## config.mk

```make
export PLATFORM = sky130hd
export DESIGN_NAME = uart_cfg
export DESIGN_NICKNAME = d
export VERILOG_FILES = /design/src/rtl/uart_cfg.sv
export SDC_FILE = /design/constraint.sdc
export NUM_CORES = 1
export LEC_CHECK = 0
export BUFFER_PORTS_ARGS = -buffer_cell sky130_fd_sc_hd__buf_2
export CORE_MARGIN = 2
export CORE_UTILIZATION = 58
export CTS_CLUSTER_DIAMETER = 100
export DETAILED_ROUTE_END_ITERATION = 10
export PLACE_DENSITY_LB_ADDON = 0.05
export SLEW_MARGIN = 40
export SYNTH_ARGS = -nofsm -noshare
export SYNTH_HDL_FRONTEND = slang
export SYNTH_SLANG_ARGS = --single-unit
```

## constraint.sdc

```tcl
create_clock -name clk -period 2.3 [get_ports clk]
set_input_delay 0.69 -clock clk [delete_from_list [all_inputs] [get_ports clk]]
set_output_delay 0.69 -clock clk [all_outputs]
set_load 0.05 [all_outputs]
```

## src/rtl/uart_cfg.sv

```systemverilog
// Configurable UART: one transmitter and one oversampling receiver on a single clock.
// Optional parity support is compiled in with `define UART_CFG_PARITY_EN.
module uart_cfg #(
  parameter int DATA_BITS  = 8,
  parameter int OVERSAMPLE = 8,
  parameter int STOP_BITS  = 1,
  parameter int PARITY     = 0
) (
  input  logic                 clk,
  input  logic                 rst,
  input  logic [DATA_BITS-1:0] tx_data,
  input  logic                 tx_valid,
  output logic                 tx_ready,
  output logic                 tx,
  input  logic                 rx,
  output logic [DATA_BITS-1:0] rx_data,
  output logic                 rx_valid,
  output logic                 rx_frame_err,
  output logic                 rx_parity_err
);

  localparam int CW = $clog2(OVERSAMPLE);
  localparam int BW = $clog2(DATA_BITS + 1);

`ifdef UART_CFG_PARITY_EN
  localparam logic PAR_EN = (PARITY != 0);
`else
  localparam logic PAR_EN = 1'b0;
`endif

  localparam logic [CW-1:0] CNT_LAST  = CW'(OVERSAMPLE - 1);
  localparam logic [CW-1:0] CNT_INC   = CW'(1);
  localparam logic [CW-1:0] SMP_0     = CW'(OVERSAMPLE / 2 - 1);
  localparam logic [CW-1:0] SMP_1     = CW'(OVERSAMPLE / 2);
  localparam logic [CW-1:0] SMP_2     = CW'(OVERSAMPLE / 2 + 1);
  localparam logic [BW-1:0] BIT_INC   = BW'(1);
  localparam logic [BW-1:0] DBIT_LAST = BW'(DATA_BITS - 1);
  localparam logic [BW-1:0] SBIT_LAST = BW'(STOP_BITS - 1);

  localparam logic [2:0] ST_IDLE      = 3'd0;
  localparam logic [2:0] ST_START     = 3'd1;
  localparam logic [2:0] ST_DATA      = 3'd2;
  localparam logic [2:0] ST_PARITY    = 3'd3;
  localparam logic [2:0] ST_STOP      = 3'd4;
  localparam logic [2:0] ST_WAIT_HIGH = 3'd5;

  // Even parity is the plain XOR of the data; odd parity inverts it.
  function automatic logic parity_of(input logic [DATA_BITS-1:0] d);
    return (PARITY == 1) ? ~(^d) : (^d);
  endfunction

  function automatic logic maj3(input logic a, input logic b, input logic c);
    return (a & b) | (a & c) | (b & c);
  endfunction

  logic [2:0]           tx_state_r;
  logic [CW-1:0]        tx_cnt_r;
  logic [BW-1:0]        tx_bit_r;
  logic [DATA_BITS-1:0] tx_shift_r;
  logic                 tx_par_r;
  logic                 tx_r;
  logic                 tx_last_clk_s;

  assign tx_last_clk_s = (tx_cnt_r == CNT_LAST);
  assign tx_ready = ~rst & ((tx_state_r == ST_IDLE) |
                            ((tx_state_r == ST_STOP) & (tx_bit_r == SBIT_LAST) & tx_last_clk_s));
  assign tx = tx_r;

  // Transmit FSM; tx_r is loaded one cycle ahead so the line changes right at each bit boundary.
  always_ff @(posedge clk) begin
    if (rst) begin
      tx_state_r <= ST_IDLE;
      tx_cnt_r   <= '0;
      tx_bit_r   <= '0;
      tx_shift_r <= '0;
      tx_par_r   <= 1'b0;
      tx_r       <= 1'b1;
    end else begin
      case (tx_state_r)
        ST_IDLE: begin
          tx_cnt_r <= '0;
          if (tx_valid) begin
            tx_state_r <= ST_START;
            tx_shift_r <= tx_data;
            tx_par_r   <= parity_of(tx_data);
            tx_r       <= 1'b0;
          end else begin
            tx_r <= 1'b1;
          end
        end
        ST_START: begin
          if (tx_last_clk_s) begin
            tx_state_r <= ST_DATA;
            tx_cnt_r   <= '0;
            tx_bit_r   <= '0;
            tx_r       <= tx_shift_r[0];
          end else begin
            tx_cnt_r <= tx_cnt_r + CNT_INC;
          end
        end
        ST_DATA: begin
          if (tx_last_clk_s) begin
            tx_cnt_r <= '0;
            if (tx_bit_r == DBIT_LAST) begin
              tx_bit_r   <= '0;
              tx_state_r <= PAR_EN ? ST_PARITY : ST_STOP;
              tx_r       <= PAR_EN ? tx_par_r : 1'b1;
            end else begin
              tx_bit_r   <= tx_bit_r + BIT_INC;
              tx_shift_r <= tx_shift_r >> 1;
              tx_r       <= tx_shift_r[1];
            end
          end else begin
            tx_cnt_r <= tx_cnt_r + CNT_INC;
          end
        end
        ST_PARITY: begin
          if (tx_last_clk_s) begin
            tx_state_r <= ST_STOP;
            tx_cnt_r   <= '0;
            tx_bit_r   <= '0;
            tx_r       <= 1'b1;
          end else begin
            tx_cnt_r <= tx_cnt_r + CNT_INC;
          end
        end
        ST_STOP: begin
          if (tx_last_clk_s) begin
            tx_cnt_r <= '0;
            if (tx_bit_r == SBIT_LAST) begin
              tx_bit_r <= '0;
              // tx_ready is high here, so tx_valid alone means a back-to-back handshake.
              if (tx_valid) begin
                tx_state_r <= ST_START;
                tx_shift_r <= tx_data;
                tx_par_r   <= parity_of(tx_data);
                tx_r       <= 1'b0;
              end else begin
                tx_state_r <= ST_IDLE;
                tx_r       <= 1'b1;
              end
            end else begin
              tx_bit_r <= tx_bit_r + BIT_INC;
            end
          end else begin
            tx_cnt_r <= tx_cnt_r + CNT_INC;
          end
        end
        default: begin
          tx_state_r <= ST_IDLE;
          tx_cnt_r   <= '0;
          tx_r       <= 1'b1;
        end
      endcase
    end
  end

  logic [1:0]           rx_sync_r;
  logic                 rx_s;
  logic [2:0]           rx_state_r;
  logic [CW-1:0]        rx_cnt_r;
  logic [BW-1:0]        rx_bit_r;
  logic [DATA_BITS-1:0] rx_shift_r;
  logic [1:0]           rx_samp_r;
  logic                 rx_par_bit_r;
  logic [DATA_BITS-1:0] rx_data_r;
  logic                 rx_valid_r;
  logic                 rx_ferr_r;
  logic                 rx_perr_r;
  logic                 rx_vote_s;
  logic                 rx_mid_s;
  logic                 rx_last_s;

  assign rx_s      = rx_sync_r[1];
  assign rx_vote_s = maj3(rx_samp_r[0], rx_samp_r[1], rx_s);
  assign rx_mid_s  = (rx_cnt_r == SMP_2);
  assign rx_last_s = (rx_cnt_r == CNT_LAST);

  assign rx_data       = rx_data_r;
  assign rx_valid      = rx_valid_r;
  assign rx_frame_err  = rx_ferr_r;
  assign rx_parity_err = rx_perr_r;

  // Two-flop synchroniser for the asynchronous serial input, idling high.
  always_ff @(posedge clk) begin
    if (rst) begin
      rx_sync_r <= 2'b11;
    end else begin
      rx_sync_r <= {rx_sync_r[0], rx};
    end
  end

  // Receive FSM: each bit is decided on the third of three mid-bit samples.
  always_ff @(posedge clk) begin
    if (rst) begin
      rx_state_r   <= ST_IDLE;
      rx_cnt_r     <= '0;
      rx_bit_r     <= '0;
      rx_shift_r   <= '0;
      rx_samp_r    <= 2'b11;
      rx_par_bit_r <= 1'b0;
      rx_data_r    <= '0;
      rx_valid_r   <= 1'b0;
      rx_ferr_r    <= 1'b0;
      rx_perr_r    <= 1'b0;
    end else begin
      rx_valid_r <= 1'b0;
      if (rx_cnt_r == SMP_0) rx_samp_r[0] <= rx_s;
      if (rx_cnt_r == SMP_1) rx_samp_r[1] <= rx_s;
      case (rx_state_r)
        ST_IDLE: begin
          rx_cnt_r <= '0;
          // The detecting cycle is count 0 of the start bit.
          if (!rx_s) begin
            rx_state_r <= ST_START;
            rx_cnt_r   <= CNT_INC;
          end
        end
        ST_START: begin
          if (rx_mid_s && rx_vote_s) begin
            rx_state_r <= ST_IDLE;
            rx_cnt_r   <= '0;
          end else if (rx_last_s) begin
            rx_state_r <= ST_DATA;
            rx_cnt_r   <= '0;
            rx_bit_r   <= '0;
          end else begin
            rx_cnt_r <= rx_cnt_r + CNT_INC;
          end
        end
        ST_DATA: begin
          if (rx_mid_s) rx_shift_r <= {rx_vote_s, rx_shift_r[DATA_BITS-1:1]};
          if (rx_last_s) begin
            rx_cnt_r <= '0;
            if (rx_bit_r == DBIT_LAST) begin
              rx_bit_r   <= '0;
              rx_state_r <= PAR_EN ? ST_PARITY : ST_STOP;
            end else begin
              rx_bit_r <= rx_bit_r + BIT_INC;
            end
          end else begin
            rx_cnt_r <= rx_cnt_r + CNT_INC;
          end
        end
        ST_PARITY: begin
          if (rx_mid_s) rx_par_bit_r <= rx_vote_s;
          if (rx_last_s) begin
            rx_state_r <= ST_STOP;
            rx_cnt_r   <= '0;
          end else begin
            rx_cnt_r <= rx_cnt_r + CNT_INC;
          end
        end
        ST_STOP: begin
          if (rx_mid_s) begin
            rx_valid_r <= 1'b1;
            rx_data_r  <= rx_shift_r;
            rx_ferr_r  <= ~rx_vote_s;
            rx_perr_r  <= PAR_EN & (rx_par_bit_r != parity_of(rx_shift_r));
            rx_state_r <= rx_vote_s ? ST_IDLE : ST_WAIT_HIGH;
            rx_cnt_r   <= '0;
          end else begin
            rx_cnt_r <= rx_cnt_r + CNT_INC;
          end
        end
        ST_WAIT_HIGH: begin
          rx_cnt_r <= '0;
          if (rx_s) rx_state_r <= ST_IDLE;
        end
        default: begin
          rx_state_r <= ST_IDLE;
          rx_cnt_r   <= '0;
        end
      endcase
    end
  end

endmodule

```

==> out/qor.csv, run 1 <==
stage,metric,value,unit
clock_tree,cts_tree,done,
setup_path,cp.arrival,1.57,ns
layout,antenna_cells,0,
clock_tree,clockBufferDepth,2,
setup_path,crit_path_end_kind,output port,
drt,vias_per_cell,5.65,
clock_tree,clkSinkCount,51,
clock_tree,cts_root_buf,clkbuf_8,
global_routing,antenna_found_initial,0,
clock_tree,ctsHoldBuffers,0,
flow_run,cap_viol_max_count,0,
setup_path,crit_fanout,2,
floorplanning,die_area,4800,um2
power_and_ir_drop,p_clk_frac,0.305,
clock_tree,clk_pin_slew,0.09,ns
clock_tree,cts_buffers,5,
power_and_ir_drop,combPwrFrac,0.153,
power_and_ir_drop,p_sw,0.000483,W
timing,setup_tns,0,ns
floorplanning,die_h,69.3,um
layout,layoutNonFillerInstCount,354,
drt,wl_per_cell,12.8,um
global_routing,grt_pass1_wl,8.02,mm
logic_synthesis,synth_ff_type,dfxtp_1,
power_and_ir_drop,sw_frac_of_total,0.274,
logic_synthesis,yosysWarningCount,0,
power_and_ir_drop,seq_power_share,0.541,
floorplanning,top_level_ports,25,
logic_synthesis,synth_edf_count,0,
setup_path,start_kind,flip-flop,
timing,timing.final.crit_share,0.983,
layout,drive_gt1_frac,0.181,
global_routing,grt_pass1_vias,1817,
drt,num_vias,2001,
drt,dr.pass1.iters,5,
layout,stdcell_area,2780,um2
placed_design,dp_hpwl,3.20,mm
logic_synthesis,synth_seq_cells,51,
clock_tree,clk_latency,0.30,ns
floorplanning,die_w,69.3,um
layout,nets,326,
global_routing,grt_max_degree,48,
global_routing,grt_usage,0.201,
power_and_ir_drop,ir_worst_vdd,0.000585,V
timing,slew_violations,0,
setup_path,crit_required,1.61,ns
setup_path,worstSetupPathType,flip-flop to output port,
drt,ant_nets,0,
logic_synthesis,syn_area_per_cell,8.64,um2
global_routing,grt_remaining_overflow,0,
power_and_ir_drop,cellPowerDensity,635,nW/um2
drt,drc,0,
clock_tree,cts_htree_levels,2,
layout,fillers,346,
floorplanning,initial_utilization,0.609,
layout,syn_to_final_growth,12.6,%
placed_design,placed_cells,345,
placed_design,io_buffer_count,23,
floorplanning,rows,23,
power_and_ir_drop,p_total,0.00177,W
logic_synthesis,seq_area_frac_synth,0.413,
placed_design,gp_congestion,0.865,
timing,hold_viol,0,
timing,rsz0062_at_grt,true,
drt,initialDrtViolationCount,108,
logic_synthesis,syn-cell-area,2470,um2
logic_synthesis,synth_cells,286,
logic_synthesis,yosys.cell_types.count,52,
run_status,outcome,completed,
logic_synthesis,async_reset_ff_frac,0,
hold_path,hold_path_class,flip-flop to flip-flop,
logic_synthesis,synth_fp_nets,309,
timing,timing.fmax,442,MHz
floorplanning,coreArea,4060,um2
timing,finalSetupViolCount,0,
power_and_ir_drop,internal_power,0.00128,W
timing,final.min_clock_period,2.26,ns
drt,routed_wl,4.54,mm
timing,skew,0.00564,ns
power_and_ir_drop,p_leak,1.12,nW
placed_design,place_area,2630,um2
critical path, cell delays in order, from the launching register on:
cell,delay [ns]
dfxtp_2,0.36
ha_4,0.13
ha_4,0.14
nand4bb_4,0.12
a2111oi_4,0.32
buf_6,0.20
cell families after synthesis:
kind of cell    after synthesis  share of synthesized area
flops                        51                      0.413
xor+xnor                      2                    0.00709
simple gates                105                      0.206
fa+ha+maj                    12                     0.0603
compound gates               63                      0.171
buf+inv                      32                     0.0597
mux                          20                     0.0815
other cells                   1                    0.00152
registers in the layout, indices dropped and copies added (netlist names):
| signal | count |
|---|---|
| rx_data | 8 |
| rx_shift_r | 8 |
| tx_shift_r | 8 |
| rx_bit_r | 4 |
| tx_bit_r | 4 |
| rx_cnt_r | 3 |
| rx_state_r | 3 |
| tx_cnt_r | 3 |
| tx_state_r | 3 |
| rx_samp_r | 2 |
| rx_sync_r | 2 |
| rx_frame_err | 1 |
| rx_valid | 1 |
| tx | 1 |
per-stage QoR:
stage	util	setup slack, ns	hold WS [ns]
finish	0.685	0.0398	0.417
global route	0.685	-0.0366	0.445
CTS	0.683	-0.0426	0.421
detailed placement	0.647	0.161	0.404
global placement	0.647	0.169	0.392
floorplan	-	0.0138	0.389
worst paths after layout:
path | start | endpoint | slack [ns] | depth (start not counted)
setup / recovery | tx_cnt_r[0] | tx_ready | 0.04 | 5
hold / removal | rx_sync_r[0] | rx_sync_r[1] | 0.42 | 1
setup reg to reg | rx_cnt_r[1] | rx_state_r[0] | 0.33 | 7
hold reg to reg | rx_sync_r[0] | rx_sync_r[1] | 0.42 | 1
layout by cell type (no fill, tap or decap), types with 3 or more instances in the layout:
cell type,synthesis,layout
nor2_1,41,41
nor3_1,3,3
dfxtp_2,0,4
ha_1,11,8
a211oi_1,8,8
nand3_1,15,15
ha_4,0,3
dfxtp_1,51,47
mux2i_1,19,19
inv_1,12,12
a31oi_1,4,4
nand2_1,20,20
o21ai_0,10,10
buf_2,9,22
nor2b_1,7,7
a211o_1,3,3
clkbuf_8,0,6
nand2b_1,4,4
buf_4,2,7
a21oi_1,15,15
power by group through the flow:
stage	logic [W]	registers [W]	clock network, W
4_1_cts	0.000273	0.000956	0.000560
3_5_place_dp	0.000267	0.000976	0
3_3_place_gp	0.000263	0.000973	0
5_1_grt	0.000315	0.000961	0.000597
2_1_floorplan	0.000225	0.000965	0
6_report	0.000271	0.000956	0.000539
layer usage:
metal | global-route usage | share of wire
met2 | 0.324 | 0.48
met5 | 0 | 0
met1 | 0.268 | 0.47
met3 | 0.0509 | 0.045
met4 | 0.0566 | 0.0097
Yosys cell counts, types with 2 or more instances:
| cell type | number | area [um2] |
|---|---|---|
| dfxtp_1 | 51 | 1020 |
| nor2_1 | 41 | 154 |
| nand2_1 | 20 | 75.1 |
| mux2i_1 | 19 | 190 |
| a21oi_1 | 15 | 75.1 |
| nand3_1 | 15 | 75.1 |
| inv_1 | 12 | 45.0 |
| ha_1 | 11 | 138 |
| o21ai_0 | 10 | 50.1 |
| buf_2 | 9 | 45.0 |
| a211oi_1 | 8 | 60.1 |
| clkbuf_1 | 7 | 26.3 |
| nor2b_1 | 7 | 43.8 |
| a31oi_1 | 4 | 25.0 |
| nand2b_1 | 4 | 25.0 |
| a211o_1 | 3 | 26.3 |
| nor3_1 | 3 | 15.0 |
| a2111oi_0 | 2 | 17.5 |
| a21o_1 | 2 | 15.0 |
| a22o_1 | 2 | 17.5 |
| a311oi_1 | 2 | 17.5 |
| and3_1 | 2 | 12.5 |
| buf_4 | 2 | 15.0 |
| nand3b_1 | 2 | 15.0 |
| o21a_1 | 2 | 15.0 |
| o21bai_1 | 2 | 15.0 |
| o22ai_1 | 2 | 12.5 |
| or2_2 | 2 | 12.5 |
| or3_1 | 2 | 12.5 |
final cells by class:
type,instances,area [um2],area share
clock buffers,6,82.6,0.0297
well taps,50,62.6,0.0225
repair buffers,30,174,0.0625
clock inverters,2,16.3,0.00585
inverters,12,45.0,0.0162
flip-flops and latches,51,1030,0.369
multi-input cells,203,1380,0.494
repair_timing:
| item | CTS | global route |
|---|---|---|
| setup endpoints to repair | 1 | 1 |
| pin swaps | 2 | 2 |
| cloned | 0 | 0 |
| buffers inserted | 1 | 0 |
| resized for setup | 10 | 2 |
No activity file was read; power rests on OpenSTA's default activity.
==> run 2: changes to the inputs <==
--- a/config.mk
+++ b/config.mk
@@ -13,2 +13,3 @@
 export PLACE_DENSITY_LB_ADDON = 0.05
+export RECOVER_POWER = 100
 export SLEW_MARGIN = 40
==> constraint.sdc (replaced) <==
create_clock -name clk -period 2.3 [get_ports clk]
set_input_delay 0.46 -clock clk [delete_from_list [all_inputs] [get_ports clk]]
set_output_delay 0.46 -clock clk [all_outputs]
set_load 0.05 [all_outputs]
==> out/qor.csv, run 2 (synthesis results as in run 1) <==
stage,metric,value,unit
setup_path,crit_fanout,2,
drt,num_vias,1955,
clock_tree,clk_latency,0.30,ns
layout,mostFrequentLayoutCell,dfxtp_1,
floorplanning,top_level_ports,25,
hold_path,hold_path_class,primary input to flip-flop,
timing,final.min_clock_period,2.16,ns
flow_run,cap_viol_max_count,0,
global_routing,grt_pass1_vias,1803,
clock_tree,cts_htree_levels,2,
setup_path,crit_path_end_kind,output port,
global_routing,grt_max_degree,48,
timing,slew_headroom,0.394,
clock_tree,clk_pin_slew,0.09,ns
layout,fillers,361,
setup_path,cpPeakStageDelay,0.35,ns
clock_tree,ctsHoldBuffers,0,
placed_design,io_buffer_count,23,
placed_design,dp_hpwl,3.06,mm
clock_tree,clkSinkCount,51,
timing,worst_pin_slew,0.909,ns
setup_path,crit_required,1.84,ns
setup_path,path_buf_inv,1,
power_and_ir_drop,p_leak,1.07,nW
clock_tree,cts_root_buf,clkbuf_8,
timing,slew_violations,0,
drt,drc,0,
layout,syn_to_final_growth,8.81,%
floorplanning,rows,23,
drt,wl_per_cell,12.5,um
timing,rsz0062_at_grt,false,
floorplanning,die_area,4800,um2
setup_path,crit_top_cell,ha_1,
drt,routed_wl,4.41,mm
clock_tree,clockBufferDepth,2,
timing,timing.fmax,463,MHz
setup_path,start_kind,flip-flop,
power_and_ir_drop,p_total,0.00176,W
clock_tree,cts_tree,done,
global_routing,grt_remaining_overflow,0,
setup_path,crit_family,compound AO/OA/AOI/OAI gates,
layout,layout.cells.most_common_list,"51 x dfxtp_1, 41 x nor2_1, 20 x nand2_1",
layout,antenna_cells,0,
global_routing,grt_usage,0.198,
setup_path,critPathSlowestCell,a2111oi_4,
floorplanning,coreArea,4060,um2
timing,timing.final.crit_share,0.939,
layout,fin_util,0.663,
drt,dr.pass1.iters,6,
power_and_ir_drop,cellPowerDensity,656,nW/um2
run_status,outcome,completed,
layout,nets,325,
timing,setup_tns,0,ns
setup_path,path_cells,ha_1 -> ha_1 -> nand4bb_1 -> a2111oi_4 -> buf_6,
floorplanning,die_w,69.3,um
clock_tree,cts_buffers,5,
drt,vias_per_cell,5.54,
setup_path,worstSetupPathType,flip-flop to output port,
timing,hold_viol,0,
drt,ant_nets,0,
drt,initialDrtViolationCount,116,
timing,skew,0.00567,ns
floorplanning,initial_utilization,0.609,
global_routing,antenna_found_initial,0,
floorplanning,die_h,69.3,um
global_routing,grt_pass1_wl,8.01,mm
power_and_ir_drop,ir_worst_vdd,0.000517,V
layout,drive_gt1_frac,0.106,
placed_design,gp_congestion,0.859,
setup_path,cp.arrival,1.70,ns
timing,finalSetupViolCount,0,
[run 2: cell count changes in the layout (fill, tap and decap cells not counted), sizes merged]
| cell | delta |
|---|---|
| clkbuf | +15 |
| buf | -16 |
[run 2: repair_timing]
item	in CTS	in global routing
resized for setup	1	1
setup endpoints to repair	1	1
pin swaps	0	2
setup buffers	0	1
[run 2: path summary, 6_finish.rpt]
path / startpoint / to / slack [ns] / depth (start not counted)
max reg2reg: tx_cnt_r[0] / tx_shift_r[7] / 0.22 / 8
min: rx / rx_sync_r[0] / 0.34 / 2
min reg2reg: rx_sync_r[0] / rx_sync_r[1] / 0.42 / 1
max: tx_cnt_r[0] / tx_ready / 0.14 / 5
[run 2: metrics by stage]
stage	cell area (um2)	hold WS (ns)	std cells	worst slack, ns
2_1_floorplan	2490	0.389	286	0.138
3_3_place_gp	2600	0.394	344	0.363
3_5_place_dp	2600	0.393	344	0.336
4_1_cts	2700	0.335	352	0.0509
5_1_grt	2690	0.350	353	0.0357
6_report	2690	0.345	353	0.141
[run 2: layer usage]
layer	part of all wire	track usage
met1	0.51	0.275
met3	0.027	0.0436
met2	0.46	0.316
met4	0.0043	0.0458
met5	0	0
[run 2: worst reg2reg max path, stage by stage, from the launching register on]
cell       delay (ns)
dfxtp_1          0.34
ha_1             0.15
ha_1             0.18
nand4bb_1        0.18
clkbuf_4         0.18
nand3_1          0.14
a31o_1           0.47
mux2i_1          0.25
nor2_1           0.05
[run 2: power by group]
part	internal [W]	leakage (nW)	switching, W	total [W]
Clock	0.000246	0.0474	0.000294	0.000540
Sequential	0.000916	0.414	0.0000369	0.000953
Combinational	0.000120	0.606	0.000150	0.000270
[run 2: cell type report]
| class | count | area [um2] | area share |
|---|---|---|---|
| clock buffers | 6 | 82.6 | 0.0307 |
| flip-flops and latches | 51 | 1020 | 0.380 |
| well taps | 50 | 62.6 | 0.0233 |
| clock inverters | 2 | 16.3 | 0.00605 |
| repair buffers | 29 | 146 | 0.0544 |
| inverters | 12 | 45.0 | 0.0168 |
| multi-input cells | 203 | 1320 | 0.489 |
==> run 3: changes to the inputs <==
clock period = 2 ns   (was 2.3 ns; I/O delays follow)
==> out/qor.csv, run 3 (synthesis results as in run 1) <==
stage,metric,value,unit
run_status,outcome,completed,
setup_path,crit_fanout,2,
clock_tree,cts_tree,done,
clock_tree,cts_root_buf,clkbuf_8,
timing,rsz0062_at_grt,true,
layout,syn_to_final_growth,13.1,%
timing,slew_headroom,0.320,
placed_design,post-place-ws,0.188,ns
drt,initialDrtViolationCount,154,
global_routing,use_met3,0.0407,
setup_path,critPathSlowestCell,dfxtp_2,
drt,routed_wl,4.64,mm
global_routing,grtUsageMet2,0.323,
layout,layout.cells.most_common_list,"48 x dfxtp_1, 41 x nor2_1, 20 x nand2_1",
global_routing,antenna_found_initial,0,
global_routing,grt_usage,0.198,
clock_tree,clk_latency,0.30,ns
flow_run,cap_viol_max_count,0,
placed_design,io_buffer_count,23,
setup_path,worstSetupPathType,flip-flop to output port,
global_routing,grt_max_degree,25,
drt,num_vias,1966,
timing,hold_viol,0,
clock_tree,clk_pin_slew,0.10,ns
clock_tree,cts_htree_levels,2,
setup_path,crit_top_cell,ha_4,
layout,antenna_cells,0,
clock_tree,ctsHoldBuffers,0,
global_routing,gr-usage-met1,0.261,
power_and_ir_drop,cellPowerDensity,766,nW/um2
timing,fin_ws,0.0135,ns
drt,vias_per_cell,5.51,
layout,drive_gt1_frac,0.140,
global_routing,grt_pass1_wl,7.91,mm
setup_path,start_kind,flip-flop,
floorplanning,die_h,69.3,um
timing,worst_hold_slack,0.270,ns
floorplanning,initial_utilization,0.609,
setup_path,cp.arrival,1.59,ns
floorplanning,coreArea,4060,um2
drt,ant_nets,0,
global_routing,grt-busiest-layer,met2,
layout,mostFrequentLayoutCell,dfxtp_1,
timing,final.min_clock_period,1.99,ns
drt,wl_per_cell,13.0,um
power_and_ir_drop,p_leak,1.09,nW
placed_design,dp_hpwl,3.17,mm
floorplanning,top_level_ports,25,
placed_design,gp_congestion,0.838,
clock_tree,clkSinkCount,51,
floorplanning,rows,23,
layout,nets,329,
drt,dr.pass1.iters,4,
timing,skew,0.00964,ns
setup_path,crit_path_end_kind,output port,
setup_path,path_cells,ha_4 -> ha_4 -> nand4bb_4 -> a2111oi_4 -> buf_6,
drt,drc,0,
timing,worst_pin_slew,1.02,ns
timing,finalSetupViolCount,0,
setup_path,crit_family,flip-flops,
clock_tree,cts_buffers,5,
hold_path,hold_path_class,primary input to flip-flop,
global_routing,grt_remaining_overflow,0,
setup_path,crit_required,1.60,ns
clock_tree,clockBufferDepth,2,
timing,slew_violations,0,
floorplanning,die_area,4800,um2
power_and_ir_drop,ir_worst_vdd,0.000523,V
timing,timing.fmax,503,MHz
timing,timing.final.crit_share,0.993,
setup_path,cpPeakStageDelay,0.37,ns
global_routing,grt_pass1_vias,1762,
floorplanning,die_w,69.3,um
setup_path,path_buf_inv,1,
## run 3: cell types whose count changed in the layout (fill, tap and decap cells not counted), moves of 2 or more
cell / delta
ha_1: -3
dfxtp_2: +2
dfxtp_1: -3
buf_4: +4
ha_4: +3
## run 3: final timing paths
kind	depth (start not counted)	start	slack, ns	end
worst max-delay path	5	tx_cnt_r[0]	0.01	tx_ready
worst min-delay path	2	rx	0.27	rx_sync_r[0]
worst min register to register	1	rx_sync_r[0]	0.44	rx_sync_r[1]
worst max register to register	9	tx_cnt_r[0]	0.07	tx_shift_r[7]
## run 3: per-layer routing
layer	routed length (um)	vias up	share of wire
met3	131	6	0.028
li1	-	1041	-
met2	2100	31	0.45
met5	0	-	0
met1	2350	888	0.51
met4	62	0	0.013
## run 3: timing repair
action / in CTS / in global routing
gates resized for setup: 10 / 3
endpoints found under the setup margin: 1 / 1
pin swaps: 1 / 3
setup buffers: 1 / 2
## run 3: stage by stage
step / cell area [um2] / util / TNS (ns) / cells / total power [W]
2_1_floorplan: 2510 / - / 0 / 286 / 0.00137
3_3_place_gp: 2630 / 0.649 / 0 / 346 / 0.00143
3_5_place_dp: 2630 / 0.649 / 0 / 346 / 0.00143
4_1_cts: 2790 / 0.689 / -0.0598 / 355 / 0.00217
5_1_grt: 2790 / 0.689 / -0.288 / 357 / 0.00224
6_report: 2790 / 0.689 / 0 / 357 / 0.00214
## run 3: report_power, final
part | switching, W | total [W] | internal, W
registers | 0.0000446 | 0.00110 | 0.00105
clock network | 0.000348 | 0.000725 | 0.000377
logic | 0.000177 | 0.000317 | 0.000140
## run 3: area by class of cell
class / count / area (um2)
multi-input combinational: 203 / 1370
clock buffer: 5 / 68.8
tap: 50 / 62.6
fill: 347 / 1260
inverter: 12 / 45.0
clock inverter: 3 / 46.3
sequential: 51 / 1030
timing repair buffer: 33 / 175
